[config.mk]
export PLATFORM = sky130hd
export DESIGN_NAME = imem_fetch_ctrl
export DESIGN_NICKNAME = d
export VERILOG_FILES = /design/src/rtl/turbo_fetch_pkg.sv /design/src/rtl/fetch_perf_counters.sv /design/src/rtl/imem_fetch_ctrl.sv
export SDC_FILE = /design/constraint.sdc
export NUM_CORES = 1
export LEC_CHECK = 0
export CAP_MARGIN = 20
export CORE_UTILIZATION = 39
export CTS_BUF_LIST = sky130_fd_sc_hd__clkbuf_16
export DETAILED_ROUTE_END_ITERATION = 6
export PLACE_DENSITY = 0.81
export SKIP_LAST_GASP = 1
export SLEW_MARGIN = 20
export SYNTH_ARGS = -nofsm -noshare
export SYNTH_HDL_FRONTEND = slang
export SYNTH_HIERARCHICAL = 1
export SYNTH_SLANG_ARGS = --single-unit
[constraint.sdc]
create_clock -name clk -period 2.6 [get_ports clk]
set_clock_uncertainty 0.2 [all_clocks]
set_input_delay 0.26 -clock clk [delete_from_list [all_inputs] [get_ports clk]]
set_output_delay 0.26 -clock clk [all_outputs]
set_load 0.02 [all_outputs]
[src/rtl/turbo_fetch_pkg.sv]
// Shared types and constants for the Turboencabulator instruction fetch path.
package turbo_fetch_pkg;

  localparam int IMEM_ADDR_W = 10;
  localparam int INSTR_W     = 32;

  localparam logic [INSTR_W-1:0]     NOP_WORD  = 32'h0000_0000;
  localparam logic [INSTR_W-1:0]     HALT_WORD = 32'hFFFF_FFFF;
  localparam logic [IMEM_ADDR_W-1:0] RESET_PC  = 10'd0;

  localparam int FETCH_CNT_W    = 32;
  localparam int REDIRECT_CNT_W = 16;

  typedef enum logic [1:0] {
    IDLE   = 2'd0,
    RUN    = 2'd1,
    HALTED = 2'd2
  } fetch_state_e;

endpackage

[src/rtl/fetch_perf_counters.sv]
// Saturating fetch/redirect event counters, cleared only by reset.
module fetch_perf_counters
  import turbo_fetch_pkg::*;
(
  input  logic                      clk,
  input  logic                      reset,
  input  logic                      fetch_evt,
  input  logic                      redirect_evt,
  output logic [FETCH_CNT_W-1:0]    fetch_count,
  output logic [REDIRECT_CNT_W-1:0] redirect_count
);

  logic [FETCH_CNT_W-1:0]    fetch_count_q, fetch_count_d;
  logic [REDIRECT_CNT_W-1:0] redirect_count_q, redirect_count_d;

  // Next-count logic: increment on an event unless already at all-ones.
  always_comb begin
    fetch_count_d    = fetch_count_q;
    redirect_count_d = redirect_count_q;
    if (fetch_evt && (fetch_count_q != {FETCH_CNT_W{1'b1}})) begin
      fetch_count_d = fetch_count_q + 1'b1;
    end
    if (redirect_evt && (redirect_count_q != {REDIRECT_CNT_W{1'b1}})) begin
      redirect_count_d = redirect_count_q + 1'b1;
    end
  end

  // Counter registers with synchronous clear.
  always_ff @(posedge clk) begin
    if (reset) begin
      fetch_count_q    <= '0;
      redirect_count_q <= '0;
    end else begin
      fetch_count_q    <= fetch_count_d;
      redirect_count_q <= redirect_count_d;
    end
  end

  assign fetch_count    = fetch_count_q;
  assign redirect_count = redirect_count_q;

endmodule

[src/rtl/imem_fetch_ctrl.sv]
// Instruction fetch sequencer: owns the PC into a combinational-read
// instruction memory and registers each returned word for decode.
// Optional feature macro: PERF_COUNT_EN (fetch/redirect counters).
module imem_fetch_ctrl
  import turbo_fetch_pkg::*;
(
  input  logic                      clk,
  input  logic                      reset,
  input  logic                      Start,
  input  logic                      Stall,
  input  logic                      Redirect,
  input  logic [IMEM_ADDR_W-1:0]    RedirectTarget,
  input  logic [INSTR_W-1:0]        IMemData,
  output logic [IMEM_ADDR_W-1:0]    ProgCounter,
  output logic [INSTR_W-1:0]        Instr,
  output logic [IMEM_ADDR_W-1:0]    InstrPC,
  output logic                      InstrValid,
  output logic                      Halted,
  output logic [FETCH_CNT_W-1:0]    FetchCount,
  output logic [REDIRECT_CNT_W-1:0] RedirectCount
);

  fetch_state_e           state_q, state_d;
  logic [IMEM_ADDR_W-1:0] pc_q, pc_d;
  logic [INSTR_W-1:0]     instr_q, instr_d;
  logic [IMEM_ADDR_W-1:0] instr_pc_q, instr_pc_d;
  logic                   instr_valid_q, instr_valid_d;
  logic                   halted_q, halted_d;

  // Next-state and next-output decision; in RUN: redirect > stall > halt > fetch.
  always_comb begin
    state_d       = state_q;
    pc_d          = pc_q;
    instr_d       = instr_q;
    instr_pc_d    = instr_pc_q;
    instr_valid_d = instr_valid_q;
    halted_d      = halted_q;
    case (state_q)
      IDLE: begin
        if (Start) begin
          state_d = RUN;
          pc_d    = RESET_PC;
        end
      end
      RUN: begin
        if (Redirect) begin
          // Squash whatever was in flight; target word arrives next cycle.
          pc_d          = RedirectTarget;
          instr_d       = NOP_WORD;
          instr_valid_d = 1'b0;
        end else if (Stall) begin
          // Decode not ready: everything holds, valid included.
        end else if (IMemData == HALT_WORD) begin
          // PC stays parked on the halt word, which is never delivered.
          state_d       = HALTED;
          instr_valid_d = 1'b0;
          halted_d      = 1'b1;
        end else begin
          instr_d       = IMemData;
          instr_pc_d    = pc_q;
          instr_valid_d = 1'b1;
          pc_d          = pc_q + 1'b1;
        end
      end
      HALTED: begin
        instr_valid_d = 1'b0;
        if (Start) begin
          state_d  = RUN;
          pc_d     = RESET_PC;
          halted_d = 1'b0;
        end
      end
      default: begin
        state_d = IDLE;
      end
    endcase
  end

  // Fetch FSM state and registered outputs.
  always_ff @(posedge clk) begin
    if (reset) begin
      state_q       <= IDLE;
      pc_q          <= RESET_PC;
      instr_q       <= NOP_WORD;
      instr_pc_q    <= '0;
      instr_valid_q <= 1'b0;
      halted_q      <= 1'b0;
    end else begin
      state_q       <= state_d;
      pc_q          <= pc_d;
      instr_q       <= instr_d;
      instr_pc_q    <= instr_pc_d;
      instr_valid_q <= instr_valid_d;
      halted_q      <= halted_d;
    end
  end

  assign ProgCounter = pc_q;
  assign Instr       = instr_q;
  assign InstrPC     = instr_pc_q;
  assign InstrValid  = instr_valid_q;
  assign Halted      = halted_q;

`ifdef PERF_COUNT_EN
  logic fetch_evt;
  logic redirect_evt;

  // A delivery is exactly the fetch branch of the RUN priority chain.
  assign fetch_evt    = (state_q == RUN) && !Redirect && !Stall && (IMemData != HALT_WORD);
  assign redirect_evt = (state_q == RUN) && Redirect;

  fetch_perf_counters u_perf (
    .clk            (clk),
    .reset          (reset),
    .fetch_evt      (fetch_evt),
    .redirect_evt   (redirect_evt),
    .fetch_count    (FetchCount),
    .redirect_count (RedirectCount)
  );
`else
  assign FetchCount    = '0;
  assign RedirectCount = '0;
`endif

endmodule

==> metrics.cfg, run 1 <==
[run_status]
status=completed

[sta]
final-max-slew-violation-count=0
min_period_ns=2.19
rsz0062_at_grt=no
slew_headroom_pct=51.4
setup_viol=0
worstMarginPinSlew_ns=0.727
hold_viol=0
finalCritPeriodShare_pct=84.3
fmax_mhz=456

[worst_setup_path]
path_delay_family=simple AND/OR/NAND/NOR gates
cp.arrival_ns=2.16
cp.depth=6
path_cells=clkdlybuf4s50_1 > nand4_1 > nor4_2 > nand2_1 > a311oi_1 > nor2_1
path_max_fanout=8
slowest_stage=nor4_2
cp_data_required_time_ns=2.57
r2r_cells=5
startpoint_type=primary input
criticalPathCategory=in -> reg
end_kind=flop
slowest_delay_ns=0.53
path_buf_inv=1

[grt]
grt_start_max_net_pins=33
grt_pass1_wl_mm=10.5
grt-ovfl-total=0
gr-usage-all-layers_pct=18.2
grt_pass1_vias=2091
antenna_found_initial=0

[cells_and_area]
syn_to_final_growth_pct=38.3
final_common_cell=clkdlybuf4s50_1
nets=430
multiInputGateArea_um2=1260
antennaDiodeCount=0
nFillCells=568
postLayoutCellArea_um2=3720
drive_above_1_share_pct=6.53
layout_common_cells=clkdlybuf4s50_1 (100), dfxtp_1 (56), conb_1 (48), a22o_1 (32), nor2_1 (23)
seqCellArea_um2=1120

[logic_synthesis]
yosysSeqAreaShare_pct=41.7
yosysWarningCount=6
async_flop_share_pct=0
synth_top_area_share_pct=41.7
syn-cell-area_um2=2690
synth_enable_flop_cells=0
synth_cell_types=42
synthCells=284
synth_top_area_cell=dfxtp_1
synth.avg_cell_area_um2=9.48
ys_ff_latch=56
synth.area.top_cells=dfxtp_1 (42%), buf_4 (15%), a22o_1 (10%)
yosys_most_used_dff=dfxtp_1

[power]
power.internal_uw=1400
p_leak_uw=0.00145
p_seq_share_pct=47.1
irDropWorstVdd_mv=0.277
pwr-share-clk_pct=34.2
power_uw=1930
power_frac_comb_pct=18.6
p_sw_share_pct=27.7
power_density_nw_per_um2=519
switching_power_uw=535

[floorplanning]
design.portCount=149
start_util_pct=41.4
die_w_um=85.1
row_count=29
die-area_um2=7240
die_y_um=85.1
core_um2=6490

[detailed_routing]
first_pass_iters=4
wl_mm=6.56
wire_per_inst_um=14.3
via_per_inst=5.05
drt-initial-drc-count=108
vias=2325
drc=0
ant_nets=0

[cts]
cts_root_buf=clkbuf_16
clockBufferDepth=2
cts_resized=0
cts_tree=yes
cts_setup_buffers=0
worstSkewPairLatency_ns=0.29
cts_sinks=56
numCtsBuffers=5
cts.reportedPaths.clkPinSlew_ns=0.07
htreeDepth=2
cts_hold_buf=0

[placement]
portBuffers=100
placed_area_um2=3580
place_hpwl_mm=4.80
gp_congestion=0.812

[job]
cap_violations=0

[hold_path]
hold_path_depth=1
hp-class=reg -> reg

-- final cells by class --
| type | count | area share (%) |
|---|---|---|
| multi-input cells | 205 | 33.9 |
| clock buffers | 5 | 3.36 |
| clock inverters | 3 | 0.538 |
| repair buffers | 108 | 28.8 |
| flip-flops and latches | 56 | 30.1 |
| well taps | 77 | 2.59 |
| inverters | 6 | 0.605 |
-- through the flow --
stage	instances	worst slack, ns	utilization, %	TNS (ns)	hold WS [ns]
finish	460	0.408	57.3	0	0.280
global route	460	0.211	57.3	0	0.297
CTS	460	0.418	57.3	0	0.285
detailed placement	452	0.122	55.1	0	0.265
global placement	452	-0.0742	55.0	-2.17	0.262
floorplan	331	0.778	-	0	0.185
-- worst register-to-register path: stages (launching register included) --
cell	delay [ns]
dfxtp_1	0.44
nand2b_4	0.11
or3_4	0.35
a21oi_2	0.14
nor2b_4	0.64
a22o_1	0.25
-- Yosys cell counts, types with 2 or more instances --
master,count
xor2_1,4
buf_4,52
nand3_1,9
nand4_1,9
a31oi_1,3
mux2i_1,12
clkbuf_1,6
nor2_1,23
dfxtp_1,56
o31ai_1,6
nor2b_1,2
and2_1,2
nor4_2,2
buf_2,2
nor3_1,3
a22o_1,32
nand4b_1,2
nand2_1,8
o21ai_0,10
a21oi_1,10
inv_1,5
a311oi_1,3
buf_6,4
-- final timing paths --
check	slack (ns)	to	startpoint
setup reg to reg	0.43	Instr[30]$_SDFFE_PP0P_	state_q[0]$_SDFFE_PP0P_
hold reg to reg	0.28	Instr[28]$_SDFFE_PP0P_	Instr[28]$_SDFFE_PP0P_
setup / recovery	0.41	ProgCounter[4]$_SDFFE_PP0P_	IMemData[15]
hold / removal	0.28	Instr[28]$_SDFFE_PP0P_	Instr[28]$_SDFFE_PP0P_
-- sequential cells by signal, summed over array words and instances, names as in the netlist --
signal,flops
ProgCounter,10
InstrValid,1
InstrPC,10
state_q,2
Halted,1
Instr,32
-- power groups by stage --
stage / clock, uW / combinational, uW / sequential [uW]
2_1_floorplan: 0 / 231 / 953
3_3_place_gp: 0 / 351 / 928
3_5_place_dp: 0 / 355 / 929
4_1_cts: 673 / 357 / 910
5_1_grt: 706 / 384 / 914
6_report: 661 / 360 / 910
-- cell families after synthesis --
logic type      count (synthesis)  share of synthesized area [%]
compound gates                 73                           20.1
buf+inv                        70                           18.2
simple gates                   66                           13.3
flops                          56                           41.7
mux                            12                           4.46
xor+xnor                        5                           1.63
fa+ha+maj                       1                          0.465
other cells                     1                          0.139
-- layer usage --
| layer | GRT usage [%] | vias to the layer above | part of all wire [%] |
|---|---|---|---|
| li1 | - | 1123 | - |
| met1 | 24.5 | 1108 | 47 |
| met2 | 29.5 | 85 | 46 |
| met3 | 3.70 | 9 | 5.7 |
| met4 | 5.08 | 0 | 1.4 |
| met5 | 0 | - | 0 |
Note: power is estimated with default switching activity, not from simulation.
==> run 2: changes to the inputs <==
Clock period 2.6 ns to 2.2 ns, I/O delays scaled along.
==> run 2 against run 1 <==
- hold slack gained 0.0023 ns
- critical endpoint is now Instr[3]$_SDFFE_PP0P_
- routed wire length grew 3.1%
- critical path depth shrank 1
- global-route usage grew 0.79 points
- sequential power grew 18%
- worst setup slack lost 0.28 ns
- register-to-register slack lost 0.30 ns
==> metrics.cfg, run 2 (synthesis gave the netlist of run 1 again) <==
[run_status]
status=completed

[grt]
grt_start_max_net_pins=33
grt_pass1_wl_mm=11.0
gr-usage-all-layers_pct=18.9
grt_pass1_vias=2238
antenna_found_initial=0
grt-ovfl-total=0

[worst_setup_path]
path_delay_family=simple AND/OR/NAND/NOR gates
slowest_stage=nor2b_4
r2r-start=state_q[1]$_SDFFE_PP0P_
path_max_fanout=32
path_buf_inv=0
end_kind=flop
slowest_delay_ns=0.64
rrSetupSlack_ns=0.13
cp.arrival_ns=2.10
crit_start=state_q[1]$_SDFFE_PP0P_
r2r_cells=5
startpoint_type=flop
cp_data_required_time_ns=2.23
criticalPathCategory=reg -> reg
worstReg2RegEnd=Instr[3]$_SDFFE_PP0P_
cp.depth=5
path_cells=nand2b_4 > or3_4 > a21oi_2 > nor2b_4 > a22o_1
endpoint=Instr[3]$_SDFFE_PP0P_

[cells_and_area]
nets=448
antennaDiodeCount=0
syn_to_final_growth_pct=44.4
drive_above_1_share_pct=11.2
largest_reg_flops=32
postLayoutCellArea_um2=3880
final_core_util_pct=59.8
final_common_cell=clkdlybuf4s50_1
layout_common_cells=clkdlybuf4s50_1 (100), dfxtp_1 (56), conb_1 (48), a22o_1 (32), buf_4 (25)

[power]
switching_power_uw=656
pwr-share-clk_pct=34.7
power_frac_comb_pct=19.4
irDropWorstVdd_mv=0.322
power_density_nw_per_um2=602
p_seq_share_pct=45.9
power.internal_uw=1680
p_sw_share_pct=28.0
p_leak_uw=0.00156

[floorplanning]
core_um2=6490
die-area_um2=7240
start_util_pct=41.4
die_w_um=85.1
design.portCount=149
die_y_um=85.1
row_count=29

[cts]
cts_sinks=56
clockBufferDepth=2
cts_root_buf=clkbuf_16
worstSkewPairLatency_ns=0.29
cts.reportedPaths.clkPinSlew_ns=0.07
htreeDepth=2
cts_hold_buf=0
cts_tree=yes
numCtsBuffers=5

[detailed_routing]
ant_nets=0
drt-initial-drc-count=132
via_per_inst=4.99
wire_per_inst_um=14.2
wl_mm=6.77
drc=0
first_pass_iters=4
vias=2385

[sta]
min_period_ns=2.07
setup_viol=0
rsz0062_at_grt=no
final-max-slew-violation-count=0
hold_viol=0
finalCritPeriodShare_pct=94.2
worstMarginPinSlew_ns=0.733
fmax_mhz=483
slew_headroom_pct=51.0

[placement]
portBuffers=100
placed_area_um2=3700
gp_congestion=0.816
place_hpwl_mm=4.97

[job]
cap_violations=0

[hold_path]
hp-class=reg -> reg

run 2: cell types whose count changed in the layout (fill, tap and decap cells not counted), sizes merged:
cell  delta
buf     +18
run 2: area by class of cell:
cell class                      count  area [um^2]
Multi-Input combinational cell    205         1280
Sequential cell                    56         1120
Timing Repair Buffer              126         1210
Clock inverter                      3         27.5
Tap cell                           77         96.3
Clock buffer                        5          125
Inverter                            6         22.5
Fill cell                         559         2610
run 2: worst min path at each step:
stage	slack (ns)	cells past startpoint	to	from
final	0.28	1	Instr[28]$_SDFFE_PP0P_	Instr[28]$_SDFFE_PP0P_
after global routing	0.30	1	Instr[25]$_SDFFE_PP0P_	Instr[25]$_SDFFE_PP0P_
after CTS	0.28	1	Instr[0]$_SDFFE_PP0P_	Instr[0]$_SDFFE_PP0P_
after detailed placement	0.26	1	Halted$_SDFFE_PP0P_	Halted$_SDFFE_PP0P_
after global placement	0.26	1	Instr[11]$_SDFFE_PP0P_	Instr[11]$_SDFFE_PP0P_
after floorplan	0.15	1	Instr[0]$_SDFFE_PP0P_	IMemData[0]
run 2: power groups by stage:
stage	Combinational (uW)	Clock [uW]	Sequential, uW
after floorplan	273	0	1130
after global placement	442	0	1100
after detailed placement	449	0	1100
after CTS	451	836	1070
after global routing	487	879	1080
final	454	811	1070
run 2: layer usage:
layer	routed length (um)	track usage (%)
met1	3040	25.4
met2	3300	31.7
met3	388	3.40
met4	40	4.31
met5	0	0
run 2: repair_timing:
| item | in CTS | in global routing |
|---|---|---|
| gates resized for setup | 1 | 2 |
| setup endpoints to repair | 32 | 16 |
| pin swaps | 0 | 1 |
| buffers inserted | 0 | 1 |
run 2: metrics by stage:
step / hold slack [ns] / setup slack, ns / instances / TNS [ns] / power (uW)
floorplan: 0.145 / 0.378 / 331 / 0 / 1400
global placement: 0.262 / -0.438 / 469 / -16.91 / 1540
detailed placement: 0.256 / -0.335 / 469 / -13.39 / 1550
CTS: 0.285 / 0.0440 / 477 / 0 / 2360
global route: 0.296 / 0.0223 / 478 / 0 / 2440
finish: 0.282 / 0.128 / 478 / 0 / 2340
run 2: worst reg2reg max path, cell delays in order, from the launching register on:
cell and delay (ns):
dfxtp_1 0.31, nand2b_4 0.14, or3_4 0.33, a21oi_2 0.14
nor2b_4 0.64, a22o_1 0.25
